File: config.mk
export PLATFORM = sky130hd
export DESIGN_NAME = cpu_debug_ctrl
export DESIGN_NICKNAME = d
export VERILOG_FILES = /design/src/rtl/cpu_debug_ctrl.sv
export SDC_FILE = /design/constraint.sdc
export NUM_CORES = 1
export LEC_CHECK = 0
export CORE_MARGIN = 2
export CORE_UTILIZATION = 43
export DETAILED_ROUTE_END_ITERATION = 10
export HOLD_SLACK_MARGIN = 0.08
export PLACE_DENSITY = 0.87
export SKIP_CTS_REPAIR_TIMING = 1
export SLEW_MARGIN = 10
export SYNTH_ARGS = -nofsm -noshare
export SYNTH_HDL_FRONTEND = slang
export SYNTH_SLANG_ARGS = --single-unit
File: constraint.sdc
create_clock -name clk_i -period 2.55 [get_ports clk_i]
set_clock_uncertainty 0.15 [all_clocks]
set_input_delay 0.51 -clock clk_i [delete_from_list [all_inputs] [get_ports clk_i]]
set_output_delay 0.51 -clock clk_i [all_outputs]
set_load 0.005 [all_outputs]
File: src/rtl/cpu_debug_ctrl.sv
// Host-side debug sequencer for cpu_4bit: imem load, core reset, single-step, run and halt.
// Define CPU_DEBUG_BREAKPOINT_EN to add a PC breakpoint (bp_en_i/bp_addr_i) checked in RUN.
module cpu_debug_ctrl #(
    parameter int unsigned ADDR_W     = 4,
    parameter int unsigned INSTR_W    = 8,
    parameter int unsigned RST_CYCLES = 1
) (
    input  logic               clk_i,
    input  logic               rst_ni,
    input  logic               cmd_valid_i,
    output logic               cmd_ready_o,
    input  logic [1:0]         cmd_op_i,
    input  logic [ADDR_W-1:0]  cmd_addr_i,
    input  logic [INSTR_W-1:0] cmd_data_i,
    input  logic [3:0]         cmd_count_i,
    input  logic               halt_req_i,
`ifdef CPU_DEBUG_BREAKPOINT_EN
    input  logic               bp_en_i,
    input  logic [ADDR_W-1:0]  bp_addr_i,
`endif
    input  logic [ADDR_W-1:0]  pc_i,
    output logic               imem_we_o,
    output logic [ADDR_W-1:0]  imem_waddr_o,
    output logic [INSTR_W-1:0] imem_wdata_o,
    output logic               cpu_en_o,
    output logic               cpu_rst_o,
    output logic               done_o,
    output logic               err_o,
    output logic [1:0]         stop_cause_o
);

    typedef enum logic [2:0] {StHalted, StWrite, StReset, StStep, StRun} state_e;

    localparam logic [1:0] OpWrite   = 2'b00;
    localparam logic [1:0] OpReset   = 2'b01;
    localparam logic [1:0] OpStep    = 2'b10;
    localparam logic [1:0] OpRun     = 2'b11;
    localparam logic [1:0] CauseDone = 2'd0;
    localparam logic [1:0] CauseHalt = 2'd1;
    localparam logic [1:0] CauseBp   = 2'd2;

    state_e               state_q, state_d;
    logic                 released_q, released_d;
    logic [3:0]           cnt_q, cnt_d;
    logic [ADDR_W-1:0]    waddr_q, waddr_d;
    logic [INSTR_W-1:0]   wdata_q, wdata_d;
    logic                 done_q, done_d;
    logic                 err_q, err_d;
    logic [1:0]           cause_q, cause_d;
    logic                 bp_hit;
    logic                 run_start;

`ifdef CPU_DEBUG_BREAKPOINT_EN
    // Skip the compare on the first RUN cycle so a run can resume from the breakpoint PC.
    logic first_q;

    always_ff @(posedge clk_i or negedge rst_ni) begin
        if (!rst_ni) begin
            first_q <= 1'b0;
        end else begin
            first_q <= run_start;
        end
    end

    assign bp_hit = bp_en_i && (pc_i == bp_addr_i) && !first_q;
`else
    logic unused_pc;
    logic unused_run_start;
    assign unused_pc        = ^pc_i;
    assign unused_run_start = run_start;
    assign bp_hit           = 1'b0;
`endif

    always_comb begin
        state_d    = state_q;
        released_d = released_q;
        cnt_d      = cnt_q;
        waddr_d    = waddr_q;
        wdata_d    = wdata_q;
        done_d     = 1'b0;
        err_d      = 1'b0;
        cause_d    = CauseDone;
        run_start  = 1'b0;
        cpu_en_o   = 1'b0;
        imem_we_o  = 1'b0;

        unique case (state_q)
            StHalted: begin
                if (cmd_valid_i) begin
                    unique case (cmd_op_i)
                        OpWrite: begin
                            if (released_q) begin
                                err_d = 1'b1;
                            end else begin
                                state_d = StWrite;
                                waddr_d = cmd_addr_i;
                                wdata_d = cmd_data_i;
                            end
                        end
                        OpReset: begin
                            state_d = StReset;
                            cnt_d   = 4'(RST_CYCLES);
                        end
                        OpStep: begin
                            if (!released_q) begin
                                err_d = 1'b1;
                            end else if (cmd_count_i == 4'd0) begin
                                done_d = 1'b1;
                            end else begin
                                state_d = StStep;
                                cnt_d   = cmd_count_i;
                            end
                        end
                        default: begin
                            if (!released_q) begin
                                err_d = 1'b1;
                            end else begin
                                state_d   = StRun;
                                run_start = 1'b1;
                            end
                        end
                    endcase
                end
            end
            StWrite: begin
                imem_we_o = 1'b1;
                state_d   = StHalted;
                done_d    = 1'b1;
            end
            StReset: begin
                cpu_en_o = 1'b1;
                if (cnt_q <= 4'd1) begin
                    state_d    = StHalted;
                    released_d = 1'b1;
                    done_d     = 1'b1;
                end else begin
                    cnt_d = cnt_q - 4'd1;
                end
            end
            StStep: begin
                if (halt_req_i) begin
                    state_d = StHalted;
                    done_d  = 1'b1;
                    cause_d = CauseHalt;
                end else begin
                    cpu_en_o = 1'b1;
                    if (cnt_q == 4'd1) begin
                        state_d = StHalted;
                        done_d  = 1'b1;
                    end else begin
                        cnt_d = cnt_q - 4'd1;
                    end
                end
            end
            StRun: begin
                // halt_req takes priority over a coincident breakpoint.
                if (halt_req_i) begin
                    state_d = StHalted;
                    done_d  = 1'b1;
                    cause_d = CauseHalt;
                end else if (bp_hit) begin
                    state_d = StHalted;
                    done_d  = 1'b1;
                    cause_d = CauseBp;
                end else begin
                    cpu_en_o = 1'b1;
                end
            end
            default: state_d = StHalted;
        endcase
    end

    always_ff @(posedge clk_i or negedge rst_ni) begin
        if (!rst_ni) begin
            state_q    <= StHalted;
            released_q <= 1'b0;
            cnt_q      <= 4'd0;
            waddr_q    <= '0;
            wdata_q    <= '0;
            done_q     <= 1'b0;
            err_q      <= 1'b0;
            cause_q    <= CauseDone;
        end else begin
            state_q    <= state_d;
            released_q <= released_d;
            cnt_q      <= cnt_d;
            waddr_q    <= waddr_d;
            wdata_q    <= wdata_d;
            done_q     <= done_d;
            err_q      <= err_d;
            cause_q    <= cause_d;
        end
    end

    assign cmd_ready_o  = (state_q == StHalted);
    assign cpu_rst_o    = !released_q || (state_q == StReset);
    assign imem_waddr_o = waddr_q;
    assign imem_wdata_o = wdata_q;
    assign done_o       = done_q;
    assign err_o        = err_q;
    assign stop_cause_o = cause_q;

endmodule

==> After elaboration in Yosys (flattened, before gate mapping) <==
Index checks and enable logic that the tools add are counted.
{ "op_classes": {"add_sub_neg": 1, "n_lt_le_gt_ge": 1, "eq_ne": 19, "muxes": 38, "bitwise": 1, "reduce_logical": 11} }
{ "op_table": {"columns": ["op", "count"], "rows": [
  ["3-bit two-way mux", 9],
  ["4-bit two-way mux", 6],
  ["1-bit two-way mux", 16],
  ["8-bit AND reduction", 2],
  ["2-bit != test (second input constant)", 6],
  ["3-bit != test (second input constant)", 4],
  ["3-bit case mux with 4 select lines", 1],
  ["4-bit case mux with 3 select lines", 1],
  ["3-bit case mux with 3 select lines", 1],
  ["4-bit case mux with 2 select lines", 1],
  ["3-bit by 2-bit == test with 1-bit output (second input constant)", 2],
  ["1-bit case mux with 5 select lines", 1],
  ["4-bit by 1-bit == test with 1-bit output (second input constant)", 1],
  ["4-bit by 1-bit <= comparator with 1-bit output (second input constant)", 1],
  ["4-bit logical NOT", 1],
  ["4-bit by 1-bit != test with 1-bit output (second input constant)", 1],
  ["1-bit case mux with 2 select lines", 2],
  ["4-bit AND reduction", 1],
  ["4-bit by 1-bit subtractor with 4-bit output (second input constant)", 1],
  ["3-bit by 1-bit == test with 1-bit output (second input constant)", 1],
  ["3-bit == test (second input constant)", 1],
  ["3-bit logical NOT", 1],
  ["3-bit by 1-bit != test with 1-bit output (second input constant)", 1],
  ["3-bit nonzero test", 1],
  ["other kinds (8)", 8]
]} }
{ "totals": {"regBits": 24, "inputBits": 26, "output_inout_bits": 20, "wordCells": 79} }

==> Longest topological paths before layout <==
Gate-level depths: netlist (run 1).
{ "depth": {"ltp_word": 6, "mapped_depth": 7, "depth_no_buf": 7} }

==> Least setup slack after synthesis (run 1) <==
Ideal clock, no wire load.
{ "synth_timing": {"path_kind": "input to register", "start": "in cmd_op_i[0]", "end": "reg cnt_q[0]", "setup_ps": 120, "arrival_time_ps": 1648, "t_required_ps": 2280, "slack_ps": 632, "cell_stages": 7, "path_buffers": 0, "path_cell_list": "inv_1 > ha_1 > nand2b_1 > o211ai_1 > nand2_1 > and3_1 > a31o_1"} }
{ "synth_via": {"elab_chain_len": 4, "elab_cells_between_ends": 9, "cone_classes": "5 x eq/ne; 3 x mux; 1 x reduce/logical"} }
{ "synth_lines": {"columns": ["item", "line_no", "source"], "rows": [
  ["start, declared", "12", "input logic [1:0] cmd_op_i,"],
  ["2-bit == test / 2-bit by 1-bit == test with 1-bit output (equally long branches)", "90", "unique case (cmd_op_i)"],
  ["4-bit case mux with 2 select lines", "90", null],
  ["4-bit two-way mux", "89", "if (cmd_valid_i) begin"],
  ["4-bit case mux with 3 select lines", "87", "unique case (state_q)"],
  ["end signal, assigned", "186", "cnt_q <= cnt_d;"],
  ["end, declared", "44", "logic [3:0] cnt_q, cnt_d;"]
]} }
Several ways; a longest one is shown, not always the timed one. The select of a mux whose other input is x is not followed.
A chain may end at the register's enable or synchronous reset.

==> Worst setup path in the final report (run 1) <==
{ "layout_timing": {"start": "reg state_q[1]", "end": "out cpu_en_o"} }
{ "layout_via": {"elab_chain_len": 3, "elab_cells_between_ends": 5, "cone_classes": "3 x eq/ne; 1 x mux; 1 x reduce/logical"} }
{ "layout_lines": {"columns": ["item", "line_no", "source"], "rows": [
  ["start, declared", "42", "state_e state_q, state_d;"],
  ["start signal, assigned", "175", "state_q <= StHalted;"],
  ["start signal, assigned", "184", "state_q <= state_d;"],
  ["3-bit == test / 3-bit by 2-bit == test with 1-bit output (equally long branches)", "87", null],
  ["2-bit OR reduction (no source line)", null, null],
  ["1-bit case mux with 2 select lines *", "87", null],
  ["end, declared", "25", "output logic cpu_en_o,"]
]} }
Every way passes the cells marked *; elsewhere a longest branch is shown, timed or not.

==> results.yml, run 1 <==
worst_setup_path:
  reg2reg_from: "cnt_q[0]$_DFFE_PN0P_"
  crit_buf_inv: 2
  cp_top_family: "buffers and inverters"
  path_class: "reg -> out"
  crit_slowest_cell: "clkdlybuf4s50_1"
  cp-start-kind: "flip-flop"
  r2r_cells: 7
  path_cells: "inv_1 -> nand2_1 -> o21ai_0 -> o2bb2ai_1 -> clkdlybuf4s50_1"
  end_kind: "output port"
  worstPathRequired_ns: 1.89
  slowest_delay_ns: 0.51
  crit_arrival_ns: 1.76
  path_max_fanout: 8
  r2r_end: "cnt_q[1]$_DFFE_PN0P_"
  r2r_slack_ns: 0.59
yosys:
  synth_seq_cells: 23
  syn_nets: 150
  synthDistinctLibCells: 35
  syn_area_per_cell_sq_um: 10.6
  synth-edff-count: 0
  async_reset_ff_share_pct: 100
  ys.flop_type: "dfrtp_1"
  synth_area_sq_um: 1250
  ys_warn_count: 0
  yosysSeqAreaShare_pct: 46.0
  synth_cells: 118
drt:
  via_per_inst: 5.28
  drtAntennaViolNets: 0
  vias: 1055
  wl_met1_mm: 1.24
  drc: 0
  wl_met3_um: 242
  highest_layer: "met4"
  route.met2.wl_mm: 1.20
  wl_mm: 2.71
  drt_iter0_drc: 38
  dr.pass1.iters: 4
  routedWlPerCell_um: 13.5
global_routing:
  grt_overflow: 0
  antenna_found_initial: 0
  grt_pass1_wl_mm: 4.50
  grt_max_degree: 24
  grtUsageTotal_pct: 17.3
  grt_pass1_vias: 1007
sta:
  clock.fmax_ghz: 0.413
  drv_slew: 0
  setup_tns_ns: 0
  finalSetupViolCount: 0
  min_period_over_period_pct: 95.0
  rsz0062_at_grt: "false"
  hold_viol: 0
  fin_crit_ns: 2.42
layout:
  mostFrequentLayoutCell: "clkdlybuf4s50_1"
  final_area_sq_um: 1770
  multi_input_area_sq_um: 612
  seq_area_sq_um: 579
  layout-drive-gt1-share_pct: 20.1
  post-route-util_pct: 64.3
  nets: 202
  areaGrowthSynthToFinish_pct: 41.8
  layout_common_cells: "40 x clkdlybuf4s50_1, 20 x dfrtp_1, 12 x mux2_2, 12 x buf_4, 9 x nor2_1"
  final_cells: 200
  diodes: 0
  fill_cells: 245
placed_design:
  place_area_sq_um: 1730
  port-buffer-count: 40
  dp_hpwl_mm: 2.18
  place.gp.congestion: 0.830
  place_inst: 194
floorplan:
  fp.dieH_um: 57.9
  ios: 46
  placementRows: 19
  initial_core_util_pct: 45.3
  chipWidth_um: 57.9
  core_sq_um: 2760
  die_area_sq_um: 3350
worst_hold_path:
  holdPathEnd: "imem_wdata_o[7]$_DFFE_PN0P_"
  min_from: "imem_wdata_o[7]$_DFFE_PN0P_"
  min_path_cells: 1
  hold_path.class: "reg -> reg"
power_and_ir_drop:
  ir_worst_vdd_uv: 655
  leakage_nw: 0.778
  p_per_area_nw_per_um2: 947
run:
  cap_violations: 0
clocking:
  clk_latency_ns: 0.31
  cts_buffers: 3
  clockBufferDepth: 2
  clockRootBuffer: "clkbuf_4"
  cts_sinks: 23
  path_clk_slew_ns: 0.12
  cts_tree: "built"
  h-tree-depth: 1
outcome:
  run_status: "completed"
[power by group]
| part | internal [W] | switching (W) |
|---|---|---|
| clock network | 0.0000609 | 0.000102 |
| registers | 0.000522 | 0.000108 |
| logic | 0.000538 | 0.000348 |
[sequential cells by signal, summed over array words and instances (netlist names)]
| signal | cells |
|---|---|
| imem_wdata_o | 8 |
| cnt_q | 4 |
| imem_waddr_o | 4 |
| state_q | 3 |
| done_o | 1 |
| err_o | 1 |
| released_q | 1 |
| stop_cause_o | 1 |
[how the worst max path moves through the flow]
stage                                start              endpoint  cells past startpoint
floorplan                      cmd_op_i[0]  cnt_q[0]$_DFFE_PN0P_                      7
CTS                 state_q[1]$_DFFE_PN0P_              cpu_en_o                      4
finish              state_q[1]$_DFFE_PN0P_              cpu_en_o                      5
detailed placement             cmd_op_i[1]  cnt_q[0]$_DFFE_PN0P_                      7
global route        state_q[1]$_DFFE_PN0P_              cpu_en_o                      5
global placement               cmd_op_i[1]  cnt_q[0]$_DFFE_PN0P_                      7
[cell families after synthesis]
kind of cell,count (synthesis),synth area share (%)
AND/OR/NAND/NOR,34,15.3
buffers and inverters,12,5.21
flip-flops,23,46.0
multiplexers,13,11.6
AO/OA/AOI/OAI,29,15.5
adder cells (fa/ha/maj),6,6.01
other,1,0.300
[per-layer routing]
metal  vias up  global-route usage (%)
met4         0                    4.98
met1       472                    23.1
li1        528                       -
met5         -                       0
met3         4                    2.90
met2        51                    29.1
[area by class of cell]
class / instances / area share, %
Timing Repair Buffer: 52 / 27.7
Multi-Input combinational cell: 83 / 34.5
Tap cell: 31 / 2.19
Sequential cell: 23 / 32.7
Inverter: 7 / 1.48
Clock buffer: 4 / 1.48
[cells in the mapped netlist (2+ instances only)]
master,instances,share of area (%)
mux2_2,12,11
a41oi_1,3,2.1
o211ai_1,2,1.2
a22o_1,2,1.4
and3_1,2,1.0
buf_6,2,1.8
a31oi_1,4,2.0
a21oi_1,6,2.4
nor3_1,4,1.6
and2b_2,2,1.4
nand2_1,5,1.5
dfrtp_1,23,46
o21ai_0,5,2.0
ha_1,6,6.0
nor2_1,9,2.7
nand2b_1,6,3.0
inv_1,7,2.1
[through the flow]
| step | worst slack (ns) | total power (W) | hold WS (ns) |
|---|---|---|---|
| 2_1_floorplan | 0.632 | 0.00107 | 0.0644 |
| 3_3_place_gp | 0.0889 | 0.00148 | 0.335 |
| 3_5_place_dp | 0.0416 | 0.00151 | 0.349 |
| 4_1_cts | -0.0178 | 0.00167 | 0.377 |
| 5_1_grt | 0.0191 | 0.00182 | 0.401 |
| 6_report | 0.128 | 0.00168 | 0.370 |
Power figures use the tool's default switching activity.
==> run 2, diff against run 1 <==
Clock period 2.55 ns to 2.35 ns, I/O delays scaled along.
==> results.yml, run 2 (same netlist as run 1, synthesis figures left out) <==
clocking:
  h-tree-depth: 1
  path_clk_slew_ns: 0.13
  clockBufferDepth: 2
  cts_buffers: 3
  cts_tree: "built"
  cts_sinks: 23
  clk_latency_ns: 0.32
  clockRootBuffer: "clkbuf_4"
global_routing:
  grt_overflow: 0
  grt_max_degree: 24
  antenna_found_initial: 0
  grt_pass1_vias: 1098
  grtUsageTotal_pct: 18.2
  grt_pass1_wl_mm: 4.74
layout:
  seq_area_sq_um: 579
  fill_cells: 222
  post-route-util_pct: 68.0
  layout_common_cells: "39 x clkdlybuf4s50_1, 21 x buf_4, 20 x dfrtp_1"
  layout-drive-gt1-share_pct: 26.3
  largest_reg_flops: 8
  nets: 212
  mostFrequentLayoutCell: "clkdlybuf4s50_1"
  areaGrowthSynthToFinish_pct: 50.0
  multi_input_area_sq_um: 622
  diodes: 0
  final_area_sq_um: 1870
power_and_ir_drop:
  ir_worst_vdd_uv: 705
  total_power_w: 0.00190
  p_per_area_nw_per_um2: 1010
  leakage_nw: 0.853
drt:
  vias: 1121
  drtAntennaViolNets: 0
  wl_mm: 2.85
  drc: 0
  routedWlPerCell_um: 13.6
  drt_iter0_drc: 29
  dr.pass1.iters: 4
  via_per_inst: 5.34
floorplan:
  chipWidth_um: 57.9
  placementRows: 19
  die_area_sq_um: 3350
  ios: 46
  core_sq_um: 2760
  initial_core_util_pct: 45.3
  fp.dieH_um: 57.9
worst_setup_path:
  worstPathRequired_ns: 1.73
  crit_arrival_ns: 1.66
  cp-start-kind: "flip-flop"
  end_kind: "output port"
  path_max_fanout: 6
  path_class: "reg -> out"
sta:
  max_slew_margin_pct: 67.7
  hold_viol: 0
  clock.fmax_ghz: 0.439
  finalWorstSetupSlack_ns: 0.0731
  finalSetupViolCount: 0
  min_period_over_period_pct: 96.9
  setup_tns_ns: 0
  fin_crit_ns: 2.28
  worst_pin_slew_ns: 0.472
  drv_slew: 0
outcome:
  run_status: "completed"
placed_design:
  place_ws_ns: -0.0747
  place_area_sq_um: 1760
  dp_hpwl_mm: 2.19
  place.gp.congestion: 0.823
  port-buffer-count: 40
worst_hold_path:
  hold_path.class: "in -> async"
run:
  cap_violations: 0
==> run 2: cell type report <==
class                           instances  share of cell area [%]
Clock buffer                            3                    1.20
Clock inverter                          1                   0.267
Inverter                                7                    1.40
Multi-Input combinational cell         83                    33.2
Sequential cell                        23                    30.9
Tap cell                               31                    2.07
Timing Repair Buffer                   62                    31.0
==> run 2: final timing paths <==
kind                                                  start                     endpoint  slack, ns  cells after the start
max in group asynchronous                            rst_ni       state_q[0]$_DFFE_PN0P_       1.47                      2
min in group clk_i              imem_wdata_o[0]$_DFFE_PN0P_  imem_wdata_o[0]$_DFFE_PN0P_       0.37                      1
worst min-delay path                                 rst_ni       released_q$_DFFE_PN0P_       0.34                      2
worst max register to register         cnt_q[0]$_DFFE_PN0P_         cnt_q[1]$_DFFE_PN0P_       0.35                      7
worst min register to register  imem_wdata_o[0]$_DFFE_PN0P_  imem_wdata_o[0]$_DFFE_PN0P_       0.37                      1
worst max-delay path                 state_q[1]$_DFFE_PN0P_                    cpu_rst_o       0.07                      4
==> run 2: metrics by stage <==
stage | std cells | hold slack, ns
2_1_floorplan | 118 | 0.0244
3_3_place_gp | 197 | 0.335
3_5_place_dp | 197 | 0.341
4_1_cts | 201 | 0.340
5_1_grt | 210 | 0.359
6_report | 210 | 0.338
==> run 2: worst max-delay path, stage by stage, from the launching register on <==
cell             delay [ns]
dfrtp_2                0.44
buf_4                  0.15
nand2b_4               0.07
o21ai_0                0.15
clkdlybuf4s50_1        0.53
==> run 2: metal layers <==
metal	up-vias	GRT usage, %	share of wire [%]
met4	0	5.98	1.4
met3	5	3.35	9.7
met2	56	30.8	45
met1	513	23.5	44
met5	-	0	0
li1	547	-	-
==> run 2: power by group <==
part | internal (W) | switching (W)
Sequential | 0.000566 | 0.000106
Clock | 0.0000638 | 0.000121
Combinational | 0.000632 | 0.000411
